[src/rtl/fir_pkg.sv]
// Shared constants and types for the FIR output chain.
package fir_pkg;

  localparam int DATA_W    = 16;
  localparam int DECIM_DEF = 4;
  localparam int DEPTH_DEF = 8;

  typedef logic [DATA_W-1:0] sample_t;

endpackage

[src/rtl/fir_sync_fifo.sv]
// Show-ahead synchronous FIFO: rd_data presents the head combinationally,
// a write into a full FIFO is taken only when a read frees a slot in the
// same cycle. Synchronous active-low reset.
module fir_sync_fifo
  import fir_pkg::*;
#(
  parameter int W     = DATA_W,
  parameter int DEPTH = DEPTH_DEF
) (
  input  logic                     clk,
  input  logic                     reset,
  input  logic                     wr_en,
  input  logic [W-1:0]             wr_data,
  input  logic                     rd_en,
  output logic [W-1:0]             rd_data,
  output logic                     full,
  output logic                     empty,
  output logic [$clog2(DEPTH):0]   fill
);

  localparam int AW = $clog2(DEPTH);

  logic [W-1:0]  mem [DEPTH];
  logic [AW-1:0] wr_ptr;
  logic [AW-1:0] rd_ptr;
  logic [AW:0]   count;
  logic          do_wr;
  logic          do_rd;

  assign empty = (count == '0);
  assign full  = (count == (AW+1)'(DEPTH));
  assign do_rd = rd_en && !empty;
  assign do_wr = wr_en && (!full || do_rd);

  // Pointer and occupancy update; pointers wrap naturally since DEPTH is a power of 2.
  always_ff @(posedge clk) begin
    // NOTE: non-blocking assignments in clocked blocks so every register samples pre-edge values.
    if (!reset) begin
      wr_ptr <= '0;
      rd_ptr <= '0;
      count  <= '0;
    end else begin
      if (do_wr) wr_ptr <= wr_ptr + AW'(1);
      if (do_rd) rd_ptr <= rd_ptr + AW'(1);
      case ({do_wr, do_rd})
        2'b10:   count <= count + (AW+1)'(1);
        2'b01:   count <= count - (AW+1)'(1);
        default: count <= count;
      endcase
    end
  end

  // Sample storage.
  always_ff @(posedge clk) begin
    // NOTE: storage is deliberately not reset; the empty gate on rd_data hides stale contents.
    if (reset && do_wr) mem[wr_ptr] <= wr_data;
  end

  assign rd_data = empty ? '0 : mem[rd_ptr];
  assign fill    = count;

endmodule

[src/rtl/fir_decimator.sv]
// Keeps one sample in every DECIM accepted inputs (at index PHASE), buffers
// kept samples in a show-ahead FIFO and flags a sticky overflow on drops.
// Optional macro FIR_DECIM_OVF_CNT_EN adds an 8-bit saturating drop counter.
module fir_decimator
  import fir_pkg::*;
#(
  parameter int N     = DATA_W,
  parameter int DECIM = DECIM_DEF,
  parameter int PHASE = 0,
  parameter int DEPTH = DEPTH_DEF
) (
  input  logic                    clk,
  input  logic                    reset,
  input  logic                    in_valid,
  input  logic [N-1:0]            in_data,
  output logic                    out_valid,
  input  logic                    out_ready,
  output logic [N-1:0]            out_data,
  output logic [$clog2(DEPTH):0]  fill,
  output logic                    overflow,
  input  logic                    ovf_clr
`ifdef FIR_DECIM_OVF_CNT_EN
  ,
  output logic [7:0]              ovf_cnt
`endif
);

  localparam int CW = $clog2(DECIM);

  logic [CW-1:0] phase_cnt;
  logic          keep;
  logic          rd;
  logic          wr_en;
  logic          drop;
  logic          full;
  logic          empty;

  // Decode keep / read / write / drop for this cycle.
  always_comb begin
    // NOTE: every output gets a default first so no path leaves a latch behind.
    keep  = 1'b0;
    rd    = 1'b0;
    wr_en = 1'b0;
    drop  = 1'b0;
    keep  = in_valid && (phase_cnt == CW'(PHASE));
    rd    = !empty && out_ready;
    if (keep) begin
      if (!full || rd) wr_en = 1'b1;
      else             drop  = 1'b1;
    end
  end

  // Phase counter: advances only on accepted inputs, wraps after DECIM-1.
  always_ff @(posedge clk) begin
    if (!reset) begin
      phase_cnt <= '0;
    end else if (in_valid) begin
      if (phase_cnt == CW'(DECIM - 1)) phase_cnt <= '0;
      else                             phase_cnt <= phase_cnt + CW'(1);
    end
  end

  // Sticky overflow; a drop in the same cycle as ovf_clr keeps it set.
  always_ff @(posedge clk) begin
    if (!reset)       overflow <= 1'b0;
    else if (drop)    overflow <= 1'b1;
    else if (ovf_clr) overflow <= 1'b0;
  end

`ifdef FIR_DECIM_OVF_CNT_EN
  // Saturating drop counter; a drop together with ovf_clr restarts it at 1.
  always_ff @(posedge clk) begin
    if (!reset) begin
      ovf_cnt <= '0;
    end else if (drop) begin
      if (ovf_clr)               ovf_cnt <= 8'd1;
      else if (ovf_cnt != 8'hff) ovf_cnt <= ovf_cnt + 8'd1;
    end else if (ovf_clr) begin
      ovf_cnt <= '0;
    end
  end
`endif

  fir_sync_fifo #(
    .W     (N),
    .DEPTH (DEPTH)
  ) u_fifo (
    .clk     (clk),
    .reset   (reset),
    .wr_en   (wr_en),
    .wr_data (in_data),
    .rd_en   (rd),
    .rd_data (out_data),
    .full    (full),
    .empty   (empty),
    .fill    (fill)
  );

  assign out_valid = !empty;

endmodule

[config.mk]
export PLATFORM = sky130hd
export DESIGN_NAME = fir_decimator
export DESIGN_NICKNAME = d
export VERILOG_FILES = /design/src/rtl/fir_pkg.sv /design/src/rtl/fir_sync_fifo.sv /design/src/rtl/fir_decimator.sv
export SDC_FILE = /design/constraint.sdc
export NUM_CORES = 1
export LEC_CHECK = 0
export CORE_MARGIN = 2
export CORE_UTILIZATION = 45
export DETAILED_ROUTE_END_ITERATION = 16
export PLACE_DENSITY = 0.73
export SLEW_MARGIN = 20
export SYNTH_ARGS = -nofsm -noshare
export SYNTH_HDL_FRONTEND = slang
export SYNTH_SLANG_ARGS = --single-unit
[constraint.sdc]
create_clock -name clk -period 3.13 [get_ports clk]
set_clock_uncertainty 0.1 [all_clocks]
set_input_delay 0.4695 -clock clk [delete_from_list [all_inputs] [get_ports clk]]
set_output_delay 0.4695 -clock clk [all_outputs]
set_load 0.03 [all_outputs]
==> impl_metrics.yaml <==
logic_synthesis:
  synth_fp_nets: 326
  ys_warn_count: 0
  ys_seq_elements: 144
  syn_area_um2: 5700
  syn_area_per_cell_um2: 19.1
  synthDistinctLibCells: 33
  synth_seq_area_share: 0.730
  postSynthCellCount: 298
power:
  power_switching_mw: 1.86
  p_sw_frac: 0.301
  leakagePower_nw: 2.27
  p_seq_frac: 0.367
  power_density_nw_per_um2: 869
  internal_power_mw: 4.32
  peakVddDrop_mv: 0.700
  p_comb_frac: 0.303
  clkPwrFrac: 0.331
sta:
  worst_slack_ns: 0.154
  fin_crit_ns: 2.98
  finalSetupTns_ns: 0
  maxSlewHeadroom: 0.703
  tightest_slew_ns: 0.444
  final-max-slew-violation-count: 0
  setup_viol: 0
  finalHoldViolations: 0
  fin_crit_sh: 0.951
  max_freq_mhz: 336
  rsz0062_at_grt: "no"
setup_path:
  cp_max_fo: 16
  cp-start-kind: "register"
  rr_startpoint: "u_fifo.fill[1]"
  reg2reg_to: "u_fifo.fill[2]"
  rr_worst_depth: 9
  worst-setup-path-type: "register to primary output"
  r2r_setup_slack_ns: 0.66
  worstPathArrival_ns: 2.41
  worstPathRequired_ns: 2.56
  end_kind: "primary output"
detailed_routing:
  viasPerCell: 5.23
  postRouteAntennaNets: 0
  dr.pass1.iters: 7
  route.vias.total: 2862
  routed_wl_um: 10400
  wl_per_cell_um: 19.1
  drc_errors: 0
  dr.first_iter.drc_count: 261
die:
  pin_count: 43
  dieHeight_um: 117
  dieArea_um2: 13600
  row_count: 41
  core_um2: 12500
  initial_utilization: 0.456
  fp.dieW_um: 117
clock_tree:
  cts.sinks: 144
  post-cts-setup-buffer-count: 0
  clkTransAtPathRegs_ns: 0.06
  cts_tree: "yes"
  cts_buffers: 17
  htree_num_levels: 4
  cts_root_buffer: "clkbuf_16"
  clk_path_buf_depth: 2
  cts_hold_buf: 0
  clk_latency_ns: 0.40
  post_cts_resize_count: 0
grt:
  grt_pass1_vias: 2942
  gr-total-overflow: 0
  grt_pass1_wl_um: 15800
  grt_usage: 0.165
  antenna_found_initial: 0
  grt_max_degree: 33
layout:
  regArea_um2: 4170
  drive_gt1_frac: 0.237
  final_cell_mix: "128 x edfxtp_1, 42 x clkdlybuf4s50_1, 32 x mux4_2, 22 x mux2i_1, 21 x nor2_1"
  final_common_cell: "edfxtp_1"
  n_antenna_cell: 0
  fill_cells: 1001
  nets: 390
  area_growth_pct: 24.7
  multi_input_area_um2: 1510
hold_path:
  min_path_cells: 2
  hp-class: "register to register"
  worstHoldStart: "u_fifo.fill[3]"
  min_to: "u_fifo.fill[3]"
placed_design:
  gp_congestion: 0.724
  preCtsSetupSlack_ns: 0.203
  dpl.hpwl_um: 5840
  io_buffer_count: 42
flow_run:
  cap_viol_max_count: 0
status:
  status: "completed"
[final cells by class]
cell class / instances / share of cell area
Timing Repair Buffer: 59 / 0.0831
Tap cell: 172 / 0.0303
Clock inverter: 15 / 0.0257
Clock buffer: 17 / 0.0598
Multi-Input combinational cell: 134 / 0.212
Inverter: 6 / 0.00317
Sequential cell: 144 / 0.586
[logic make-up (layout without fill, tap and decap cells)]
logic type                 count (synthesis)  in the layout  synth area share
DFF                                      144            144             0.730
and+or+nand+nor                           57             57            0.0527
muxes                                     54             54             0.165
buffers and inverters                     20             97            0.0158
AOI/OAI and AO/OA                         10             10            0.0116
adders and majority gates                  7              7            0.0154
xor gates and xnor gates                   6              6           0.00922
[metal layers]
metal	routed length [um]	GRT usage	vias to the layer above
li1	-	-	1313
met1	4690	0.199	1479
met2	5250	0.281	60
met3	362	0.0581	10
met4	114	0.0502	0
met5	0	0	-
[power by group through the flow]
stage / Clock [mW] / Sequential, mW / Combinational, mW
after floorplan: 0 / 2.29 / 1.21
after global placement: 0 / 2.29 / 1.83
after detailed placement: 0 / 2.29 / 1.85
after CTS: 2.08 / 2.26 / 1.86
after global routing: 2.16 / 2.28 / 2.01
final: 2.04 / 2.26 / 1.87
[flip-flops by register name (all words and copies together), names as in the netlist, named ones only]
| signal | flops |
|---|---|
| phase_cnt | 2 |
| u_fifo.wr_ptr | 3 |
| overflow | 1 |
| u_fifo.mem | 128 |
| u_fifo.fill | 4 |
| u_fifo.rd_ptr | 3 |
[synthesized netlist by cell type, drive strengths merged]
cell    count  area share
nand3       5      0.0044
nor2b       7      0.0077
nand2b      2      0.0022
inv         6      0.0039
a21boi      2      0.0026
nand3b      1      0.0013
xnor2       4      0.0061
a21oi       1     0.00088
mux4       32        0.13
nor4        3      0.0059
o22ai       2      0.0022
nor4b       1      0.0015
and2        5      0.0055
or3         2      0.0022
edfxtp    128        0.67
nor2       21       0.014
a32o        1      0.0018
nor3        4      0.0035
clkbuf      4      0.0026
nor3b       1      0.0013
nand2       5      0.0033
dfxtp      16       0.056
o21ai       3      0.0026
buf        10      0.0092
ha          7       0.015
a31o        1      0.0015
mux2i      22       0.039
xor2        2      0.0031
[worst max-delay path, stage by stage, from the launching register on]
cell,delay (ns)
dfxtp_2,0.39
buf_12,0.20
mux4_2,0.51
mux2i_1,0.21
nor2_1,0.07
clkdlybuf4s50_1,0.60
[stage by stage]
stage                     hold slack, ns  total power, mW  cell area, um2  std cells  utilization
after floorplan                    0.409             3.51            5720        298            -
after global placement             0.425             4.12            6480        514        0.517
after detailed placement           0.435             4.15            6480        514        0.517
after CTS                          0.446             6.20            7080        546        0.566
after global routing               0.487             6.45            7110        547        0.568
final                              0.447             6.18            7110        547        0.568
[how the worst max path moves through the flow]
stage,slack [ns],endpoint,cells past startpoint
floorplan,0.37,u_fifo.mem[4][0],5
global placement,0.29,u_fifo.fill[2],10
detailed placement,0.20,u_fifo.fill[2],10
CTS,0.10,out_data[13],5
global route,0.05,out_data[13],5
finish,0.15,out_data[13],5
(Power assumes the default switching activity.)
